<file path="src/rtl/mcu51_pkg.sv">
// Shared 8051 core definitions used by the multi-cycle MUL/DIV unit.
package mcu51_pkg;

   localparam int WORD_W = 8;

   localparam logic OP_MUL = 1'b0;
   localparam logic OP_DIV = 1'b1;

   typedef enum logic [1:0] {
      IDLE = 2'd0,
      CALC = 2'd1,
      DONE = 2'd2
   } muldiv_state_t;

endpackage

</file>
<file path="src/rtl/muldiv_unit.sv">
// Iterative MUL AB / DIV AB unit: one bit per clock, start/done handshake.
import mcu51_pkg::*;

module muldiv_unit #(
   parameter int WIDTH = WORD_W
) (
   input  logic             clk,
   input  logic             rst,
   input  logic             start,
   input  logic             op,
   input  logic [WIDTH-1:0] a_data,
   input  logic [WIDTH-1:0] b_data,
   output logic             busy,
   output logic             done,
   output logic [WIDTH-1:0] a_out,
   output logic [WIDTH-1:0] b_out,
   output logic             ov_out,
   output logic             c_out
);

   localparam int CW = $clog2(WIDTH);
   localparam logic [CW-1:0] LAST = CW'(WIDTH - 1);

   muldiv_state_t state_q, state_d;
   logic [CW-1:0] cnt_q, cnt_d;
   logic [2*WIDTH-1:0] acc_q, acc_d;
   logic [WIDTH-1:0] opnd_q, opnd_d;
   logic op_q, op_d;
   logic [WIDTH-1:0] a_q, a_d, b_q, b_d;
   logic ov_q, ov_d, c_q, c_d;

   logic [WIDTH:0] mul_sum;
   logic [WIDTH:0] rem_sh;
   logic [WIDTH:0] diff;
   logic ge;
   logic [2*WIDTH-1:0] mul_acc, div_acc;

   always_ff @(posedge clk) begin
      if (rst) begin
         state_q <= IDLE;
         cnt_q <= '0;
         acc_q <= '0;
         opnd_q <= '0;
         op_q <= OP_MUL;
         a_q <= '0;
         b_q <= '0;
         ov_q <= 1'b0;
         c_q <= 1'b0;
      end else begin
         state_q <= state_d;
         cnt_q <= cnt_d;
         acc_q <= acc_d;
         opnd_q <= opnd_d;
         op_q <= op_d;
         a_q <= a_d;
         b_q <= b_d;
         ov_q <= ov_d;
         c_q <= c_d;
      end
   end

   // acc holds {partial, multiplier} for MUL and {remainder, dividend} for DIV
   always_comb begin
      mul_sum = {1'b0, acc_q[2*WIDTH-1:WIDTH]}
              + (acc_q[0] ? {1'b0, opnd_q} : '0);
      mul_acc = {mul_sum, acc_q[WIDTH-1:1]};
      rem_sh = acc_q[2*WIDTH-1:WIDTH-1];
      ge = (rem_sh >= {1'b0, opnd_q});
      diff = rem_sh - {1'b0, opnd_q};
      div_acc = {(ge ? diff[WIDTH-1:0] : rem_sh[WIDTH-1:0]),
                 acc_q[WIDTH-2:0], ge};
   end

   always_comb begin
      state_d = state_q;
      cnt_d = cnt_q;
      acc_d = acc_q;
      opnd_d = opnd_q;
      op_d = op_q;
      a_d = a_q;
      b_d = b_q;
      ov_d = ov_q;
      c_d = c_q;
      unique case (state_q)
         IDLE: begin
            if (start) begin
               op_d = op;
               cnt_d = '0;
               if (op == OP_DIV && b_data == '0) begin
                  state_d = DONE;
                  a_d = '1;
                  b_d = a_data;
                  ov_d = 1'b1;
                  c_d = 1'b0;
               end else begin
                  state_d = CALC;
                  opnd_d = (op == OP_DIV) ? b_data : a_data;
                  acc_d = {{WIDTH{1'b0}},
                           (op == OP_DIV) ? a_data : b_data};
               end
            end
         end
         CALC: begin
            acc_d = (op_q == OP_MUL) ? mul_acc : div_acc;
            cnt_d = cnt_q + 1'b1;
            if (cnt_q == LAST) begin
               state_d = DONE;
               a_d = acc_d[WIDTH-1:0];
               b_d = acc_d[2*WIDTH-1:WIDTH];
               ov_d = (op_q == OP_MUL) && (|acc_d[2*WIDTH-1:WIDTH]);
               c_d = 1'b0;
            end
         end
         DONE: state_d = IDLE;
         default: state_d = IDLE;
      endcase
   end

   assign busy = (state_q != IDLE);
   assign done = (state_q == DONE);
   assign a_out = a_q;
   assign b_out = b_q;
   assign ov_out = ov_q;
   assign c_out = c_q;

endmodule
</file>
<file path="config.mk">
export PLATFORM = sky130hd
export DESIGN_NAME = muldiv_unit
export DESIGN_NICKNAME = d
export VERILOG_FILES = /design/src/rtl/mcu51_pkg.sv /design/src/rtl/muldiv_unit.sv
export SDC_FILE = /design/constraint.sdc
export NUM_CORES = 1
export LEC_CHECK = 0
export BUFFER_PORTS_ARGS = -buffer_cell sky130_fd_sc_hd__clkbuf_2
export CAP_MARGIN = 20
export CORE_AREA = 2 2 70 139
export DETAILED_ROUTE_END_ITERATION = 12
export DIE_AREA = 0 0 72 141
export GPL_TIMING_DRIVEN = 0
export PLACE_DENSITY = 0.53
export RECOVER_POWER = 50
export SYNTH_ARGS = -nofsm -noshare
export SYNTH_HDL_FRONTEND = slang
export SYNTH_SLANG_ARGS = --single-unit
</file>
<file path="constraint.sdc">
create_clock -name clk -period 6.9 [get_ports clk]
set_input_delay 1.035 -clock clk [delete_from_list [all_inputs] [get_ports clk]]
set_output_delay 1.035 -clock clk [all_outputs]
set_load 0.02 [all_outputs]
</file>
==> results of run 1 <==
[cell families after synthesis]
family / share of synthesized area
simple gates: 0.200
fa+ha+maj: 0.0853
xor+xnor: 0.0282
flops: 0.303
mux: 0.0584
other cells: 0.00121
buf+inv: 0.0527
compound gates: 0.272
[sequential cells by signal (all words and copies together), names as in the netlist]
name / flops
opnd_q: 8
state_q: 2
acc_q: 16
a_out: 8
b_out: 8
ov_out: 1
cnt_q: 3
op_q: 1
[Yosys cell counts (2+ instances only)]
cell | instances | area, µm²
a211o_1 | 3 | 26.3
a211oi_1 | 35 | 263
a21o_1 | 5 | 37.5
a21oi_1 | 28 | 140
a21oi_2 | 2 | 17.5
a221o_1 | 2 | 20.0
a22oi_1 | 3 | 22.5
a311oi_1 | 4 | 35.0
a311oi_2 | 2 | 30.0
and2_1 | 13 | 81.3
buf_2 | 5 | 25.0
buf_4 | 2 | 15.0
clkbuf_1 | 14 | 52.6
dfxtp_1 | 47 | 941
fa_1 | 2 | 40.0
ha_1 | 18 | 225
inv_1 | 15 | 56.3
mux2i_1 | 17 | 170
nand2_1 | 27 | 101
nand2b_1 | 5 | 31.3
nand3_1 | 10 | 50.1
nor2_1 | 55 | 206
nor2b_1 | 8 | 50.1
nor3_1 | 3 | 15.0
nor4_1 | 2 | 12.5
o211ai_1 | 2 | 15.0
o211ai_2 | 2 | 25.0
o21ai_0 | 7 | 35.0
o21bai_1 | 3 | 22.5
or2_2 | 2 | 12.5
or3_1 | 2 | 12.5
xnor2_1 | 6 | 52.6
xor2_1 | 4 | 35.0
[metal layers]
layer | routed length, µm | up-vias | part of all wire | track usage
li1 | - | 1458 | - | -
met3 | 411 | 17 | 0.043 | 0.0300
met5 | 0 | - | 0 | 0
met2 | 4430 | 82 | 0.46 | 0.300
met1 | 4550 | 1342 | 0.47 | 0.264
met4 | 245 | 0 | 0.025 | 0.0665
[how the worst max path moves through the flow]
stage                   start  endpoint  slack, ns  cells after the start
finish                     op  b_out[5]       3.85                      7
CTS                  acc_q[0]    ov_out       3.90                     10
global route               op  b_out[5]       3.67                      7
global placement    b_data[5]  b_out[5]       3.76                      8
detailed placement  b_data[5]  b_out[5]       3.78                      8
floorplan           b_data[5]  b_out[2]       4.33                      7
[per-stage QoR]
stage / instance area [µm²] / cells / hold WS, ns / util / worst slack [ns]
floorplan: 3110 / 378 / 0.466 / - / 4.33
detailed placement: 3420 / 518 / 0.459 / 0.372 / 3.78
CTS: 3570 / 526 / 0.469 / 0.389 / 3.90
global route: 3550 / 526 / 0.497 / 0.386 / 3.67
finish: 3550 / 526 / 0.468 / 0.386 / 3.85
global placement: 3420 / 518 / 0.456 / 0.372 / 3.76
[worst max-delay path, delay by kind of cell]
kind	cells	cell delay [ns]
AND/OR/NAND/NOR	2	0.63
AO/OA/AOI/OAI	3	0.81
buffers and inverters	2	0.78
[power breakdown]
part	switching, mW	total, mW	internal, mW
sequential	0.0142	0.297	0.283
clock	0.101	0.256	0.154
combinational	0.110	0.176	0.0656
total	0.226	0.729	0.503
[final cells by class]
| class | count | area [µm²] |
|---|---|---|
| buffer | 23 | 105 |
| clock buffer | 8 | 156 |
| fill | 980 | 5650 |
| inverter | 15 | 56.3 |
| multi-input combinational | 293 | 2000 |
| sequential | 47 | 941 |
| tap | 104 | 130 |
| timing repair buffer | 36 | 156 |
==> results.yml, run 1 <==
status:
  status: "finished clean"
worst_setup_path:
  endpoint_kind: "flop"
  critPathArrivalTime_ns: 3.26
  critPathMaxStageDelay_ns: 0.47
  crit_chain: "clkbuf_1 -> nand4_1 -> or3_1 -> a21oi_2 -> buf_4 -> o311ai_0 -> a21oi_1"
  r2r_end: "ov_out"
  cp_slowest_cell: "clkbuf_1"
  regToRegSetupSlack_ns: 3.89
  critPathRequiredTime_ns: 7.12
  path_max_fanout: 10
  reg2reg_depth: 10
  crit_type: "in -> reg"
  crit_path_start_kind: "input port"
  r2r_start: "acc_q[0]"
yosys:
  synthCells: 378
  ys_seq_area_frac: 0.303
  avgSynthCellArea_um2: 8.22
  async_flop_share: 0
  syn-num-nets: 418
  syn_area_um2: 3110
  yosysUniqueCellTypes: 56
  ys_seq_elements: 47
  yosysWarnings: 0
  synth_edf_count: 0
  synth-main-ff-cell: "dfxtp_1"
clock_tree:
  clk_path_buf_depth: 2
  ctsHtreeMaxLevel: 2
  cts_root_buf: "clkbuf_16"
  cts_tree: "built"
  clock_sinks: 47
  cts_buffers: 5
  worst_skew_pair.late_latency_ns: 0.29
  cts_resized: 0
  clk_pin_slew_ns: 0.06
  holdBufCountCts: 0
  cts_setup_buffers: 0
timing:
  period_share: 0.442
  fin_skew_ns: 0.00618
  setup_violations: 0
  tns_ns: 0
  maxSlewViolCount: 0
  rsz0062_at_grt: "false"
  fin_crit_ns: 3.05
  tightestPinTransition_ns: 0.702
  slew-limit-headroom: 0.532
  hold_violations: 0
  timing.fmax_mhz: 328
min_path:
  min_from: "b_out[4]"
  worstHoldPathType: "reg -> reg"
  hold_depth: 2
  hold_end: "b_out[4]"
run:
  cap_violations: 0
layout:
  n_antenna_cell: 0
  drive_above_1_share: 0.109
  final_cell_mix: "nor2_1, dfxtp_1, clkbuf_1"
  syn2layout_area_growth_pct: 14.2
  final_common_cell: "nor2_1"
  final_nets: 461
global_route:
  antenna_found_initial: 0
  grt_pass1_vias: 2742
  grt_pass1_wl_um: 15000
  track_usage: 0.191
  grt_max_degree: 14
  grt-ovfl-total: 0
floorplan:
  die_area_um2: 10200
  coreArea_um2: 9200
  die-height_um: 141
  io_pins: 40
  rows: 50
  die_x_um: 72
  start_util: 0.338
drt:
  wl_per_cell_um: 18.3
  num_vias: 2899
  drtAntennaViolNets: 0
  drt-total-wl_um: 9630
  drt_iter0_drc: 174
  vias_per_cell: 5.51
  drc: 0
  dr.pass1.iters: 5
placed_design:
  place_congestion: 0.851
  detailed_place_hpwl_um: 7390
  port_buffers: 36
power_and_ir_drop:
  pwr_density_cell_nw_per_um2: 205
  ir_drop_uv: 104
  fin_total_pwr_uw: 729
  leakage_nw: 1.43
No activity file was read; power rests on OpenSTA's default activity.
==> inputs of run 2 (changes only) <==
Settings changed: PLACE_DENSITY 0.53 to 0.55.
Clock period 6.9 ns to 2.65 ns, I/O delays scaled along.
==> results.yml, run 2 (synthesis results as in run 1) <==
timing:
  maxSlewViolCount: 0
  fin_ws_ns: 0.0483
  slew-limit-headroom: 0.534
  period_share: 0.982
  tightestPinTransition_ns: 0.698
  fin_crit_ns: 2.60
  hold_violations: 0
  timing.fmax_mhz: 384
  fin_hold_ws_ns: 0.413
  setup_violations: 0
  fin_skew_ns: 0.00509
floorplan:
  io_pins: 40
  start_util: 0.338
  coreArea_um2: 9200
  die-height_um: 141
  die_x_um: 72
  rows: 50
  die_area_um2: 10200
drt:
  drtAntennaViolNets: 0
  drc: 0
  wl_per_cell_um: 18.2
  drt-total-wl_um: 9730
  drt_iter0_drc: 217
  num_vias: 3018
  vias_per_cell: 5.65
  dr.pass1.iters: 4
placed_design:
  dp_slack_ns: -0.363
  detailed_place_hpwl_um: 7380
  place_congestion: 0.814
  port_buffers: 36
layout:
  nFillCells: 988
  syn2layout_area_growth_pct: 20.0
  n_antenna_cell: 0
  drive_above_1_share: 0.174
  final_cell_mix: "nor2_1, dfxtp_1, clkbuf_1"
  regMostFlops: "acc_q"
  final_nets: 469
  largest_reg_flops: 16
  final_common_cell: "nor2_1"
  utilization: 0.406
global_route:
  antenna_found_initial: 0
  track_usage: 0.197
  grt_max_degree: 14
  grt-ovfl-total: 0
  grt_pass1_vias: 2854
  grt_pass1_wl_um: 15400
worst_setup_path:
  critPathMaxStageDelay_ns: 0.37
  crit_top_cell: "a21o_1"
  crit_chain: "and2_4 -> ha_4 -> fa_2 -> a21o_1 -> a21oi_4 -> o211ai_1 -> a21o_1 -> a211o_1 -> nor4_2 -> a21oi_1"
  reg2reg_depth: 10
  critPathRequiredTime_ns: 2.82
  cp_slowest_cell: "dfxtp_4"
  critPathTopFamily: "compound AO/OA/AOI/OAI gates"
  critPathArrivalTime_ns: 2.77
  crit_type: "reg -> reg"
  path_max_fanout: 6
  endpoint_kind: "flop"
  crit_cells: 10
  path_buf_inv: 0
  crit_path_start_kind: "flop"
power_and_ir_drop:
  ir_drop_uv: 327
  leakage_nw: 1.50
  fin_total_pwr_mw: 1.93
  pwr_density_cell_nw_per_um2: 518
min_path:
  worstHoldPathType: "in -> reg"
  hold_depth: 3
clock_tree:
  cts_tree: "built"
  clock_sinks: 47
  ctsHtreeMaxLevel: 2
  clk_path_buf_depth: 2
  cts_root_buf: "clkbuf_16"
  holdBufCountCts: 0
  cts_buffers: 5
  clk_pin_slew_ns: 0.06
  worst_skew_pair.late_latency_ns: 0.28
status:
  status: "finished clean"
run:
  cap_violations: 0
[run 2: cell count changes in the layout (fill, tap and decap cells not counted), sizes merged]
| cell | delta |
|---|---|
| buf | +9 |
| clkbuf | -1 |
[run 2: metal layers]
metal | GRT usage | vias up | share of wire
li1 | - | 1475 | -
met1 | 0.275 | 1400 | 0.45
met2 | 0.301 | 117 | 0.44
met3 | 0.0272 | 26 | 0.066
met4 | 0.0844 | 0 | 0.046
met5 | 0 | - | 0
[run 2: timing repair]
item,in CTS,in global routing
buffers inserted,2,6
endpoints found under the hold margin,0,0
pin swaps,6,18
setup endpoints to repair,8,14
gates resized for setup,15,17
[run 2: worst paths after layout]
| kind | slack (ns) | startpoint | to |
|---|---|---|---|
| setup reg to reg | 0.05 | acc_q[0] | ov_out |
| hold / removal | 0.41 | a_data[7] | b_out[7] |
| setup / recovery | 0.05 | acc_q[0] | ov_out |
| hold reg to reg | 0.47 | b_out[4] | b_out[4] |
[run 2: area by class of cell]
cell class                      instances  area (µm²)  area share
Tap cell                              104         130      0.0349
Clock buffer                            8         156      0.0419
Buffer                                 23         108      0.0288
Timing Repair Buffer                   44         213      0.0570
Sequential cell                        47         948       0.254
Inverter                               15        56.3      0.0151
Multi-Input combinational cell        293        2120       0.568
[run 2: worst register-to-register path, stage by stage, from the launching register on]
cell	delay, ns
dfxtp_4	0.37
and2_4	0.15
ha_4	0.16
fa_2	0.36
a21o_1	0.22
a21oi_4	0.19
o211ai_1	0.16
a21o_1	0.23
a211o_1	0.28
nor4_2	0.28
a21oi_1	0.09
[run 2: stage by stage]
step / instance area, µm² / cells / TNS (ns)
after floorplan: 3110 / 378 / 0
after global placement: 3420 / 518 / -1.60
after detailed placement: 3420 / 518 / -1.78
after CTS: 3650 / 528 / 0
after global routing: 3730 / 534 / -0.00206
final: 3730 / 534 / 0
[run 2: power breakdown]
group	switching, mW	internal, mW	leakage, nW	total, mW
clock network	0.260	0.402	0.0772	0.662
registers	0.0349	0.738	0.385	0.773
logic	0.308	0.191	1.04	0.499
total	0.602	1.33	1.50	1.93
